--- config.mk ---
export PLATFORM = sky130hd
export DESIGN_NAME = mem_ctrl
export DESIGN_NICKNAME = d
export VERILOG_FILES = /design/src/rtl/mem_ctrl_pkg.sv /design/src/rtl/mem_load_ext.sv /design/src/rtl/mem_ctrl.sv
export SDC_FILE = /design/constraint.sdc
export NUM_CORES = 1
export LEC_CHECK = 0
export BUFFER_PORTS_ARGS = -buffer_cell sky130_fd_sc_hd__buf_2
export CAP_MARGIN = 20
export CORE_ASPECT_RATIO = 1.25
export CORE_MARGIN = 2
export CORE_UTILIZATION = 35
export CTS_CLUSTER_SIZE = 28
export DETAILED_ROUTE_END_ITERATION = 8
export GPL_ROUTABILITY_DRIVEN = 0
export PLACE_DENSITY = 0.6
export SLEW_MARGIN = 20
export SYNTH_ARGS = -nofsm -noshare
export SYNTH_HDL_FRONTEND = slang
export SYNTH_SLANG_ARGS = --single-unit
--- constraint.sdc ---
create_clock -name clk -period 3 [get_ports clk]
set_input_delay 0.15 -clock clk [delete_from_list [all_inputs] [get_ports clk]]
set_output_delay 0.15 -clock clk [all_outputs]
set_load 0.005 [all_outputs]
--- src/rtl/mem_ctrl_pkg.sv ---
// Shared encodings for the byte-serialising memory controller.
package mem_ctrl_pkg;

  // data_op encodings (2'b11 behaves as OP_NONE)
  localparam logic [1:0] OP_NONE  = 2'b00;
  localparam logic [1:0] OP_LOAD  = 2'b01;
  localparam logic [1:0] OP_STORE = 2'b10;

  // data_size encodings (2'b11 behaves as SZ_WORD)
  localparam logic [1:0] SZ_BYTE = 2'b00;
  localparam logic [1:0] SZ_HALF = 2'b01;
  localparam logic [1:0] SZ_WORD = 2'b10;

  // controller states
  localparam logic [1:0] S_IDLE  = 2'b00;
  localparam logic [1:0] S_READ  = 2'b01;
  localparam logic [1:0] S_WRITE = 2'b10;
  localparam logic [1:0] S_DONE  = 2'b11;

  // number of RAM byte cycles an access of the given size needs
  function automatic logic [2:0] byte_count(input logic [1:0] size);
    case (size)
      SZ_BYTE: byte_count = 3'd1;
      SZ_HALF: byte_count = 3'd2;
      default: byte_count = 3'd4;
    endcase
  endfunction

endpackage

--- src/rtl/mem_load_ext.sv ---
// Sign/zero extension of an assembled little-endian load word.
module mem_load_ext
  import mem_ctrl_pkg::*;
#(
  parameter int LEN = 32
) (
  input  logic [LEN-1:0] word,
  input  logic [1:0]     size,
  input  logic           sgn,
  output logic [LEN-1:0] ext
);

  // replicate the top bit of the loaded quantity when signed, zeros otherwise
  always_comb begin
    ext = word;
    case (size)
      SZ_BYTE: ext = {{(LEN-8){sgn & word[7]}}, word[7:0]};
      SZ_HALF: ext = {{(LEN-16){sgn & word[15]}}, word[15:0]};
      default: ext = word;
    endcase
  end

endmodule

--- src/rtl/mem_ctrl.sv ---
// Arbitrates the single byte-wide RAM port between instruction fetch and
// data loads/stores, serialising each access into byte cycles.
module mem_ctrl
  import mem_ctrl_pkg::*;
#(
  parameter int LEN        = 32,
  parameter int ADDR_WIDTH = 17
) (
  input  logic                  clk,
  input  logic                  rst,
  input  logic                  rdy_in,
  input  logic                  if_req,
  input  logic [ADDR_WIDTH-1:0] if_addr,
  output logic                  if_done,
  output logic [LEN-1:0]        if_inst,
  input  logic [1:0]            data_op,
  input  logic [1:0]            data_size,
  input  logic                  data_signed,
  input  logic [ADDR_WIDTH-1:0] data_addr,
  input  logic [LEN-1:0]        data_wdata,
  output logic                  data_done,
  output logic [LEN-1:0]        data_rdata,
  output logic                  mem_stall,
  input  logic [7:0]            mem_din,
  output logic [7:0]            mem_dout,
  output logic [ADDR_WIDTH-1:0] mem_a,
  output logic                  mem_wr
);

  localparam logic [ADDR_WIDTH-1:0] A_ONE = {{(ADDR_WIDTH-1){1'b0}}, 1'b1};

  logic [1:0]     state;
  logic [2:0]     cnt;
  logic [2:0]     n_bytes;
  logic           last;
  logic           serve_data;
  logic [1:0]     sz;
  logic           sgn;
  logic [LEN-1:0] wbuf;
  logic [LEN-1:0] rbuf;
  logic [LEN-1:0] rbuf_next;
  logic [LEN-1:0] ext_word;
  logic           mem_wr_q;
  logic           data_req;

  assign data_req  = (data_op == OP_LOAD) || (data_op == OP_STORE);
  assign n_bytes   = byte_count(sz);
  assign last      = (cnt == n_bytes - 3'd1);
  assign mem_wr    = mem_wr_q & rdy_in;
  assign mem_stall = (if_req & ~if_done) | (data_req & ~data_done);

  // merge the byte arriving this cycle into its little-endian slot
  always_comb begin
    rbuf_next = rbuf;
    rbuf_next[{cnt[1:0], 3'b000} +: 8] = mem_din;
  end

  mem_load_ext #(.LEN(LEN)) u_ext (
    .word (rbuf_next),
    .size (sz),
    .sgn  (sgn),
    .ext  (ext_word)
  );

  // transaction sequencer: accept, byte cycles, one-cycle completion pulse
  always_ff @(posedge clk) begin
    if (!rst) begin
      state      <= S_IDLE;
      cnt        <= 3'd0;
      mem_a      <= '0;
      mem_dout   <= 8'h00;
      mem_wr_q   <= 1'b0;
      if_done    <= 1'b0;
      data_done  <= 1'b0;
      if_inst    <= '0;
      data_rdata <= '0;
    end else if (rdy_in) begin
      case (state)
        S_IDLE: begin
          // data access belongs to the older instruction, so it wins
          if (data_req) begin
            serve_data <= 1'b1;
            sz         <= data_size;
            sgn        <= data_signed;
            wbuf       <= data_wdata;
            rbuf       <= '0;
            cnt        <= 3'd0;
            mem_a      <= data_addr;
            if (data_op == OP_STORE) begin
              state    <= S_WRITE;
              mem_dout <= data_wdata[7:0];
              mem_wr_q <= 1'b1;
            end else begin
              state    <= S_READ;
            end
          end else if (if_req) begin
            serve_data <= 1'b0;
            sz         <= SZ_WORD;
            sgn        <= 1'b0;
            rbuf       <= '0;
            cnt        <= 3'd0;
            mem_a      <= if_addr;
            state      <= S_READ;
          end
        end
        S_READ: begin
          rbuf <= rbuf_next;
          if (last) begin
            state <= S_DONE;
            if (serve_data) begin
              data_done  <= 1'b1;
              data_rdata <= ext_word;
            end else begin
              if_done <= 1'b1;
              if_inst <= rbuf_next;
            end
          end else begin
            cnt   <= cnt + 3'd1;
            mem_a <= mem_a + A_ONE;
          end
        end
        S_WRITE: begin
          if (last) begin
            state     <= S_DONE;
            mem_wr_q  <= 1'b0;
            data_done <= 1'b1;
          end else begin
            cnt      <= cnt + 3'd1;
            mem_a    <= mem_a + A_ONE;
            mem_dout <= wbuf[{cnt[1:0] + 2'd1, 3'b000} +: 8];
            mem_wr_q <= 1'b1;
          end
        end
        default: begin
          state     <= S_IDLE;
          if_done   <= 1'b0;
          data_done <= 1'b0;
        end
      endcase
    end
  end

endmodule

## Word level (Yosys, flattened, before mapping)

Index checks and enable logic that the tools add are counted.

- Shift-type cells: 3
- Multiplexer cells: 38
- Eq/ne operators: 16
- Reductions and logical operators: 20
- $add $sub $neg: 5
- Bitwise gates (word level): 11

Operator list:

| cell | count |
|---|---|
| case mux 32 bit (2 select lines) | 2 |
| 2-to-1 mux 32 bit | 2 |
| 2-to-1 mux 17 bit | 3 |
| case mux 17 bit (2 select lines) | 1 |
| bitwise mux 32 bit | 1 |
| AND reduction 4 bit | 8 |
| variable shift 8 x 7 -> 32 bit, first input constant | 1 |
| variable part select 32 x 6 -> 8 bit | 1 |
| variable part select 8 x 7 -> 32 bit | 1 |
| 2-to-1 mux 8 bit | 3 |
| adder 17 x 1 -> 17 bit, second input constant | 1 |
| != test 2 bit, second input constant | 8 |
| case mux 8 bit (2 select lines) | 1 |
| 2-to-1 mux 2 bit | 6 |
| case mux 3 bit (2 select lines) | 2 |
| 2-to-1 mux 1 bit | 10 |
| AND reduction 5 bit | 2 |
| 2-to-1 mux 3 bit | 3 |
| nonzero test 2 bit | 4 |
| negator 5 -> 7 bit | 1 |
| equality test 2 x 1 -> 1 bit, second input constant | 3 |
| AND 1 bit | 5 |
| NOT 1 bit | 5 |
| equality test 2 bit, second input constant | 2 |
| 14 further kinds | 17 |

- Flip-flop bits (word level): 165
- Logic and storage cells: 107
- Input port bits: 83
- Output and inout bits: 93

## Logic depth before layout (Yosys ltp)

Gate-level depths: netlist of the first run.

- Depth after elaboration: 6
- Gate-level depth with buffers: 11
- Mapped depth without buffers: 7

## Cells and area by module

Synthesis of the first run repeated with hierarchy kept, for this count alone.

- Cell total of the unflattened synthesis: 846
- Area total of the unflattened synthesis: 7823.8 µm²

Modules (own cells, without submodules):

| module | cells each | area each (µm²) | times used | seq. area each (µm²) |
|---|---|---|---|---|
| mem_ctrl | 780 | 7438.4 | 1 | 3983.8 |
| mem_load_ext | 66 | 385.4 | 1 | 0.0 |

## Worst setup path before layout of the first run

Ideal clock, no wire load.

- Path type: reg-to-reg
- From: reg cnt[0]
- To: reg data_rdata[21]
- Library setup time: 0.122 ns
- Data required time: 2.878 ns
- Clock period less this slack: 2.710 ns
- Data arrival time: 2.588 ns
- Path slack: 0.290 ns
- Buffers on the path: 4
- Cell stages (with the launch flop): 12
- Cells stage by stage: dfxtp_1 buf_2 buf_2 inv_1 ha_1 nor2_1 a31o_2 a311o_1 buf_2 nor2_2 buf_2 a21oi_1

- Cells in the longest elaborated chain, start to end: 5
- Elaborated cells on any way between the ends: 9
- Classes of those cells: add/sub: 1; eq/ne: 1; shift: 2; mux: 2; bitwise: 2; reduce/logical: 1

RTL lines:

| what | RTL line | text |
|---|---|---|
| start: declaration | mem_ctrl.sv:33 | `logic [2:0] cnt;` |
| start signal: assignment | mem_ctrl.sv:118 | `cnt <= cnt + 3'd1;` |
| start signal: assignment | mem_ctrl.sv:128 | `cnt <= cnt + 3'd1;` |
| negator 5 -> 7 bit | mem_ctrl.sv:55 | `rbuf_next[{cnt[1:0], 3'b000} +: 8] = mem_din;` |
| variable part select 8 x 7 -> 32 bit or variable shift 8 x 7 -> 32 bit (tied branches) | mem_ctrl.sv:55 |  |
| bitwise mux 32 bit | mem_ctrl.sv:55 |  |
| AND 1 bit, on equally long branches | mem_load_ext.sv:18, mem_load_ext.sv:17 |  |
| case mux 32 bit (2 select lines) | mem_load_ext.sv:16 | `case (size)` |
| end signal: assignment | mem_ctrl.sv:112 | `data_rdata <= ext_word;` |
| end: declaration | mem_ctrl.sv:22 | `output logic [LEN-1:0] data_rdata,` |

Several ways; a longest one is shown, not always the timed one.
A chain may end at the register's enable or synchronous reset.

## Final worst setup path of the first run

- From: reg cnt[0]
- To: reg data_rdata[18]

Same word-level chain as after synthesis.

==> results of run 1 <==
report_power, final:
group	total, uW	internal, uW	switching, uW
Clock	2390	1420	973
Combinational	1480	615	867
Sequential	2710	2570	140
Total	6590	4600	1980
layout by cell type, fill, tap and decap left out, drive strengths merged, types with 12 or more instances in the layout:
master | synthesis | routed
a211oi | 20 | 20
clkbuf | 36 | 17
a21oi | 44 | 44
nor3 | 28 | 28
dfxtp | 97 | 97
nand3 | 19 | 19
inv | 34 | 39
o21ai | 43 | 43
mux2i | 23 | 23
dlygate4sd3 | 0 | 33
and2 | 30 | 30
nand2 | 50 | 50
buf | 17 | 198
nor2b | 20 | 20
ha | 12 | 12
nor2 | 95 | 95
edfxtp | 68 | 68
layout make-up:
type	instances	area share [%]
repair buffers	231	14.4
flip-flops and latches	165	41.5
clock inverters	15	2.28
multi-input cells	495	32.6
well taps	274	3.57
clock buffers	17	4.43
inverters	34	1.33
registers in the layout, summed over array words and instances, names as in the netlist, 2 cells and up:
signal	flops
data_rdata	32
if_inst	32
rbuf	32
wbuf	32
mem_a	17
mem_dout	8
cnt	3
state	2
sz	2
routing by layer:
layer  up-vias  part of all wire, %  global-route usage, %
met5         -                    0                      0
li1       3069                    -                      -
met3        29                  4.1                   3.56
met4         0                  2.3                   7.05
met2       154                   51                   31.1
met1      2930                   43                   22.7
kinds of logic (layout without fill, tap and decap cells):
| family | count (synthesis) | after routing | share of synthesized area, % |
|---|---|---|---|
| and+or+nand+nor | 285 | 285 | 19.0 |
| DFF | 165 | 165 | 53.5 |
| xor gates and xnor gates | 1 | 1 | 0.118 |
| muxes | 40 | 40 | 6.88 |
| adders and majority gates | 12 | 12 | 2.02 |
| buffers and inverters | 87 | 297 | 4.62 |
| AOI/OAI and AO/OA | 157 | 157 | 13.8 |
worst max path at each step:
stage                                   start                     endpoint  slack [ps]
after floorplan           cnt[0]$_SDFFE_PN0P_  data_rdata[21]$_SDFFE_PN0P_         290
after global placement    cnt[0]$_SDFFE_PN0P_      if_inst[3]$_SDFFE_PN0P_         460
after detailed placement  cnt[0]$_SDFFE_PN0P_     if_inst[28]$_SDFFE_PN0P_         410
after CTS                 cnt[0]$_SDFFE_PN0P_     if_inst[28]$_SDFFE_PN0P_         390
after global routing      cnt[0]$_SDFFE_PN0P_     if_inst[31]$_SDFFE_PN0P_         150
final                     cnt[0]$_SDFFE_PN0P_  data_rdata[18]$_SDFFE_PN0P_         400
stage by stage:
stage,cells,worst slack (ps),power (uW)
global placement,1166,462,4200
CTS,1231,387,6650
finish,1231,399,6590
detailed placement,1166,407,4220
floorplan,747,290,3680
global route,1231,154,6920
cell usage after synthesis (5+ instances only):
master / number / share of area (%)
a211oi_1: 20 / 2.0
a21oi_1: 43 / 2.9
and2_1: 30 / 2.5
and3_1: 9 / 0.76
buf_2: 14 / 0.94
clkbuf_1: 36 / 1.8
dfxtp_1: 97 / 26
edfxtp_1: 68 / 27
ha_1: 12 / 2.0
inv_1: 34 / 1.7
mux2_2: 9 / 1.4
mux2i_1: 23 / 3.1
mux4_2: 8 / 2.4
nand2_1: 50 / 2.5
nand3_1: 19 / 1.3
nand3b_1: 5 / 0.50
nand4_1: 6 / 0.50
nor2_1: 94 / 4.7
nor2b_1: 20 / 1.7
nor3_1: 27 / 1.8
nor4bb_1: 5 / 0.67
o21ai_0: 43 / 2.9
o221a_2: 9 / 1.4
worst reg2reg max path: cells and delay by family (launching register included):
kind | cells | cell delay [ps]
flops | 1 | 500
buf+inv | 2 | 320
fa+ha+maj | 1 | 320
compound gates | 3 | 850
simple gates | 2 | 540
==> results.sh, run 1 <==
export IMPL_hold_path_class="input port to register"
export IMPL_setup_violations=0
export IMPL_synthArstFlopShare_pct=0
export IMPL_grt_pass1_vias=5920
export IMPL_ys_types=54
export IMPL_p_per_area_nw_per_um2=685
export IMPL_coreArea_sq_um=20800
export IMPL_r2r_start="cnt[0]$_SDFFE_PN0P_"
export IMPL_r2r_end="data_rdata[18]$_SDFFE_PN0P_"
export IMPL_finalHoldViolations=0
export IMPL_skew_ps=14.2
export IMPL_cts_sinks=165
export IMPL_p_leak_uw=0.00395
export IMPL_grt_setup_unrepaired="false"
export IMPL_maxCapViolations=0
export IMPL_port_buffers=175
export IMPL_reg2regPathDepth=8
export IMPL_chipHeight_um=167
export IMPL_antenna_found_initial=0
export IMPL_drive_above_1_share_pct=28.0
export IMPL_hp_start="data_size[0]"
export IMPL_floorplan_initialDensity_pct=35.7
export IMPL_die_area_sq_um=22400
export IMPL_min_period_ps=2600
export IMPL_tightest_slew_ps=871
export IMPL_ant_nets=0
export IMPL_insertedDiodeCount=0
export IMPL_seq_area_frac_synth_pct=53.5
export IMPL_crit_arrival_ps=2940
export IMPL_r2r_setup_slack_ps=400
export IMPL_synth_cells=747
export IMPL_route_detailed_drc=0
export IMPL_timing_critical_path_buf_inv=2
export IMPL_drt_iter0_markers=329
export IMPL_min_to="sz[0]$_SDFFCE_PP0P_"
export IMPL_setup_tns_ps=0
export IMPL_endpoint_kind="register"
export IMPL_ys_seq_elements=165
export IMPL_timing_fmax_mhz=384
export IMPL_multi_input_comb_area_sq_um=3130
export IMPL_wl_um=20600
export IMPL_crit_fanout=16
export IMPL_grt_max_degree=65
export IMPL_cp_required_ps=3340
export IMPL_cts_buffers=17
export IMPL_synth_nets=842
export IMPL_dp_hpwl_um=14000
export IMPL_max_slew_margin_pct=41.9
export IMPL_cts_tree="yes"
export IMPL_cp_slowest_cell="dfxtp_1"
export IMPL_final_util_pct=46.1
export IMPL_ys_warn_count=0
export IMPL_outcome="finished clean"
export IMPL_avgSynthCellArea_sq_um=9.96
export IMPL_critical_path_top_delay_family="compound AO/OA/AOI/OAI gates"
export IMPL_io_pins=176
export IMPL_n_fill_cell=2041
export IMPL_die_w_um=134
export IMPL_start_kind="register"
export IMPL_htreeDepth=4
export IMPL_synth_edf_count=68
export IMPL_holdPathStages=2
export IMPL_fin_area_sq_um=9610
export IMPL_vias_per_cell=5.02
export IMPL_cpPeakStageDelay_ps=500
export IMPL_overflow=0
export IMPL_rows=59
export IMPL_cts_setup_buffers=0
export IMPL_holdWs_ps=26.4
export IMPL_synthFlopType="dfxtp_1"
export IMPL_clock_tree_root_cell="clkbuf_16"
export IMPL_critical_path_class="register to register"
export IMPL_worst_path_stages=8
export IMPL_period_share_pct=86.7
export IMPL_drv_slew=0
export IMPL_ctsResizeCount=0
export IMPL_clkTransAtPathRegs_ps=70
export IMPL_irDropWorstVdd_uv=442
export IMPL_regArea_sq_um=3980
export IMPL_syn_area_sq_um=7440
export IMPL_insertion_delay_ps=430
export IMPL_grt_usage_pct=18.2
export IMPL_drt_pass1_iterations=4
export IMPL_placed_area_sq_um=8630
export IMPL_clock_path_buffers=2
export IMPL_hold_buffers=33
export IMPL_area_delta_synth_final_pct=29.1
export IMPL_grt_first_pass_wirelength_um=31900
export IMPL_routedWlPerCell_um=16.7
export IMPL_via_count=6182
export IMPL_critical_path_cell_chain="inv_1 -> ha_1 -> nor2_1 -> a31o_2 -> a311o_1 -> nor2_2 -> buf_4 -> a21oi_1"
export IMPL_final_net_count=1039
No activity file was read; power rests on OpenSTA's default activity.
==> run 2: changes to the inputs <==
CORE_ASPECT_RATIO = 0.5   (was 1.25)
==> run 2 against run 1 <==
Net effect: global-route usage up 1.1 points; critical path depth fell by 1; first-iteration DRC count is 6.4% higher; sequential power is essentially flat; combinational power hardly changed; largest cell class unchanged; highest routed layer unchanged.
==> results.sh, run 2 (synthesis results as in run 1) <==
export IMPL_htreeDepth=4
export IMPL_dp_hpwl_um=14500
export IMPL_layoutNonFillerInstCount=1229
export IMPL_routedWlPerCell_um=17.4
export IMPL_final_util_pct=46.3
export IMPL_grt_max_degree=65
export IMPL_grt_usage_pct=19.4
export IMPL_switching_power_uw=1980
export IMPL_setup_violations=0
export IMPL_reg2regPathDepth=7
export IMPL_maxCapViolations=0
export IMPL_irDropWorstVdd_uv=375
export IMPL_overflow=0
export IMPL_via_count=6275
export IMPL_min_period_ps=2530
export IMPL_clock_path_buffers=2
export IMPL_antenna_found_initial=0
export IMPL_ant_nets=0
export IMPL_m1WireLength_um=10200
export IMPL_tightest_slew_ps=1060
export IMPL_drt_pass1_iterations=5
export IMPL_critical_path_class="register to register"
export IMPL_drive_above_1_share_pct=27.7
export IMPL_cpPeakStageDelay_ps=700
export IMPL_r2r_end="if_inst[19]$_SDFFE_PN0P_"
export IMPL_insertedDiodeCount=0
export IMPL_floorplan_initialDensity_pct=36.0
export IMPL_wl_met3_um=1050
export IMPL_r2r_setup_slack_ps=470
export IMPL_cp_required_ps=3290
export IMPL_ctsResizeCount=0
export IMPL_cts_tree="yes"
export IMPL_p_int_uw=4540
export IMPL_start_kind="register"
export IMPL_seq_power_share_pct=41.7
export IMPL_fin_area_sq_um=9580
export IMPL_p_comb_share_pct=22.7
export IMPL_die_area_sq_um=22500
export IMPL_wl_met2_um=9900
export IMPL_min_to="sz[0]$_SDFFCE_PP0P_"
export IMPL_holdPathStages=2
export IMPL_endpoint_kind="register"
export IMPL_hold_buffers=34
export IMPL_crit_top_cell="buf_4"
export IMPL_p_leak_uw=0.00395
export IMPL_rows=37
export IMPL_final_common_cell="buf_2"
export IMPL_grt_pass1_vias=6167
export IMPL_clock_tree_root_cell="clkbuf_16"
export IMPL_area_delta_synth_final_pct=28.8
export IMPL_hp_start="data_size[0]"
export IMPL_cts_setup_buffers=0
export IMPL_timing_fmax_mhz=395
export IMPL_crit_fanout=23
export IMPL_skew_ps=8.09
export IMPL_drt_iter0_markers=350
export IMPL_placed_area_sq_um=8620
export IMPL_chipHeight_um=107
export IMPL_route_top_layer_used="met4"
export IMPL_clkTransAtPathRegs_ps=70
export IMPL_sw_frac_of_total_pct=30.4
export IMPL_max_slew_margin_pct=27.5
export IMPL_hold_path_class="input port to register"
export IMPL_outcome="finished clean"
export IMPL_r2r_start="cnt[0]$_SDFFE_PN0P_"
export IMPL_dp_cells=1163
export IMPL_critical_path_cell_chain="buf_4 -> nor4bb_1 -> o31ai_2 -> buf_4 -> or3_1 -> nor2_1 -> nor3_1"
export IMPL_grt_setup_unrepaired="false"
export IMPL_finalHoldViolations=0
export IMPL_insertion_delay_ps=430
export IMPL_route_detailed_drc=0
export IMPL_final_cell_mix="buf_2 (175), dfxtp_1 (97), nor2_1 (92), edfxtp_1 (68), nand2_1 (50)"
export IMPL_p_per_area_nw_per_um2=680
export IMPL_grt_first_pass_wirelength_um=33800
export IMPL_port_buffers=175
export IMPL_cts_buffers=17
export IMPL_vias_per_cell=5.11
export IMPL_wl_um=21400
export IMPL_crit_arrival_ps=2820
export IMPL_final_net_count=1038
export IMPL_cts_sinks=165
export IMPL_io_pins=176
export IMPL_p_clk_share_pct=35.6
export IMPL_coreArea_sq_um=20700
export IMPL_period_share_pct=84.4
export IMPL_drv_slew=0
export IMPL_setup_tns_ps=0
export IMPL_die_w_um=210
export IMPL_cp_slowest_cell="or3_1"
==> run 2: changes by cell type in the layout (fill, tap and decap cells not counted), sizes merged <==
cell,change
dlygate4sd3,+1
buf,-2
clkbuf,+7
bufinv,-3
inv,-2
clkinvlp,-4
clkinv,+2
==> run 2: power groups by stage <==
stage	Sequential, uW	Combinational (uW)	Clock [uW]
3_3_place_gp	2750	1430	0
2_1_floorplan	2730	957	0
5_1_grt	2740	1650	2450
4_1_cts	2710	1480	2360
6_report	2720	1480	2320
3_5_place_dp	2760	1440	0
==> run 2: worst max-delay path by stage <==
stage / from / endpoint / slack, ps / depth (start not counted)
6_report: cnt[0]$_SDFFE_PN0P_ / if_inst[19]$_SDFFE_PN0P_ / 470 / 7
5_1_grt: cnt[0]$_SDFFE_PN0P_ / if_inst[16]$_SDFFE_PN0P_ / 210 / 7
4_1_cts: cnt[0]$_SDFFE_PN0P_ / if_inst[26]$_SDFFE_PN0P_ / 450 / 7
3_5_place_dp: cnt[0]$_SDFFE_PN0P_ / if_inst[19]$_SDFFE_PN0P_ / 440 / 7
3_3_place_gp: cnt[0]$_SDFFE_PN0P_ / if_inst[16]$_SDFFE_PN0P_ / 580 / 7
2_1_floorplan: cnt[0]$_SDFFE_PN0P_ / data_rdata[21]$_SDFFE_PN0P_ / 290 / 11
==> run 2: final cells by class <==
cell class              count  area [sq um]
clock inverters             8          81.3
multi-input cells         495          3130
clock buffers              24           546
repair buffers            230          1370
inverters                  34           128
flip-flops and latches    165          3980
well taps                 273           342
fillers                  1977         11100
==> run 2: stage by stage <==
stage                     hold slack (ps)  power, uW  worst slack, ps
after global routing                 19.1       6840              212
after global placement                328       4180              580
after floorplan                       249       3680              290
after detailed placement              328       4200              438
after CTS                            12.7       6560              454
final                                28.0       6520              467
==> run 2: critical path: cells and delay by family, from the launching register on <==
kind                   cells  cell delay [ps]
and+or+nand+nor            4             1410
buffers and inverters      2              460
DFF                        1              360
AOI/OAI and AO/OA          1              150
==> run 2: metal layers <==
metal | track usage (%) | vias to the layer above
li1 | - | 3072
met3 | 4.57 | 22
met4 | 5.93 | 0
met1 | 26.0 | 3030
met5 | 0 | -
met2 | 31.1 | 151
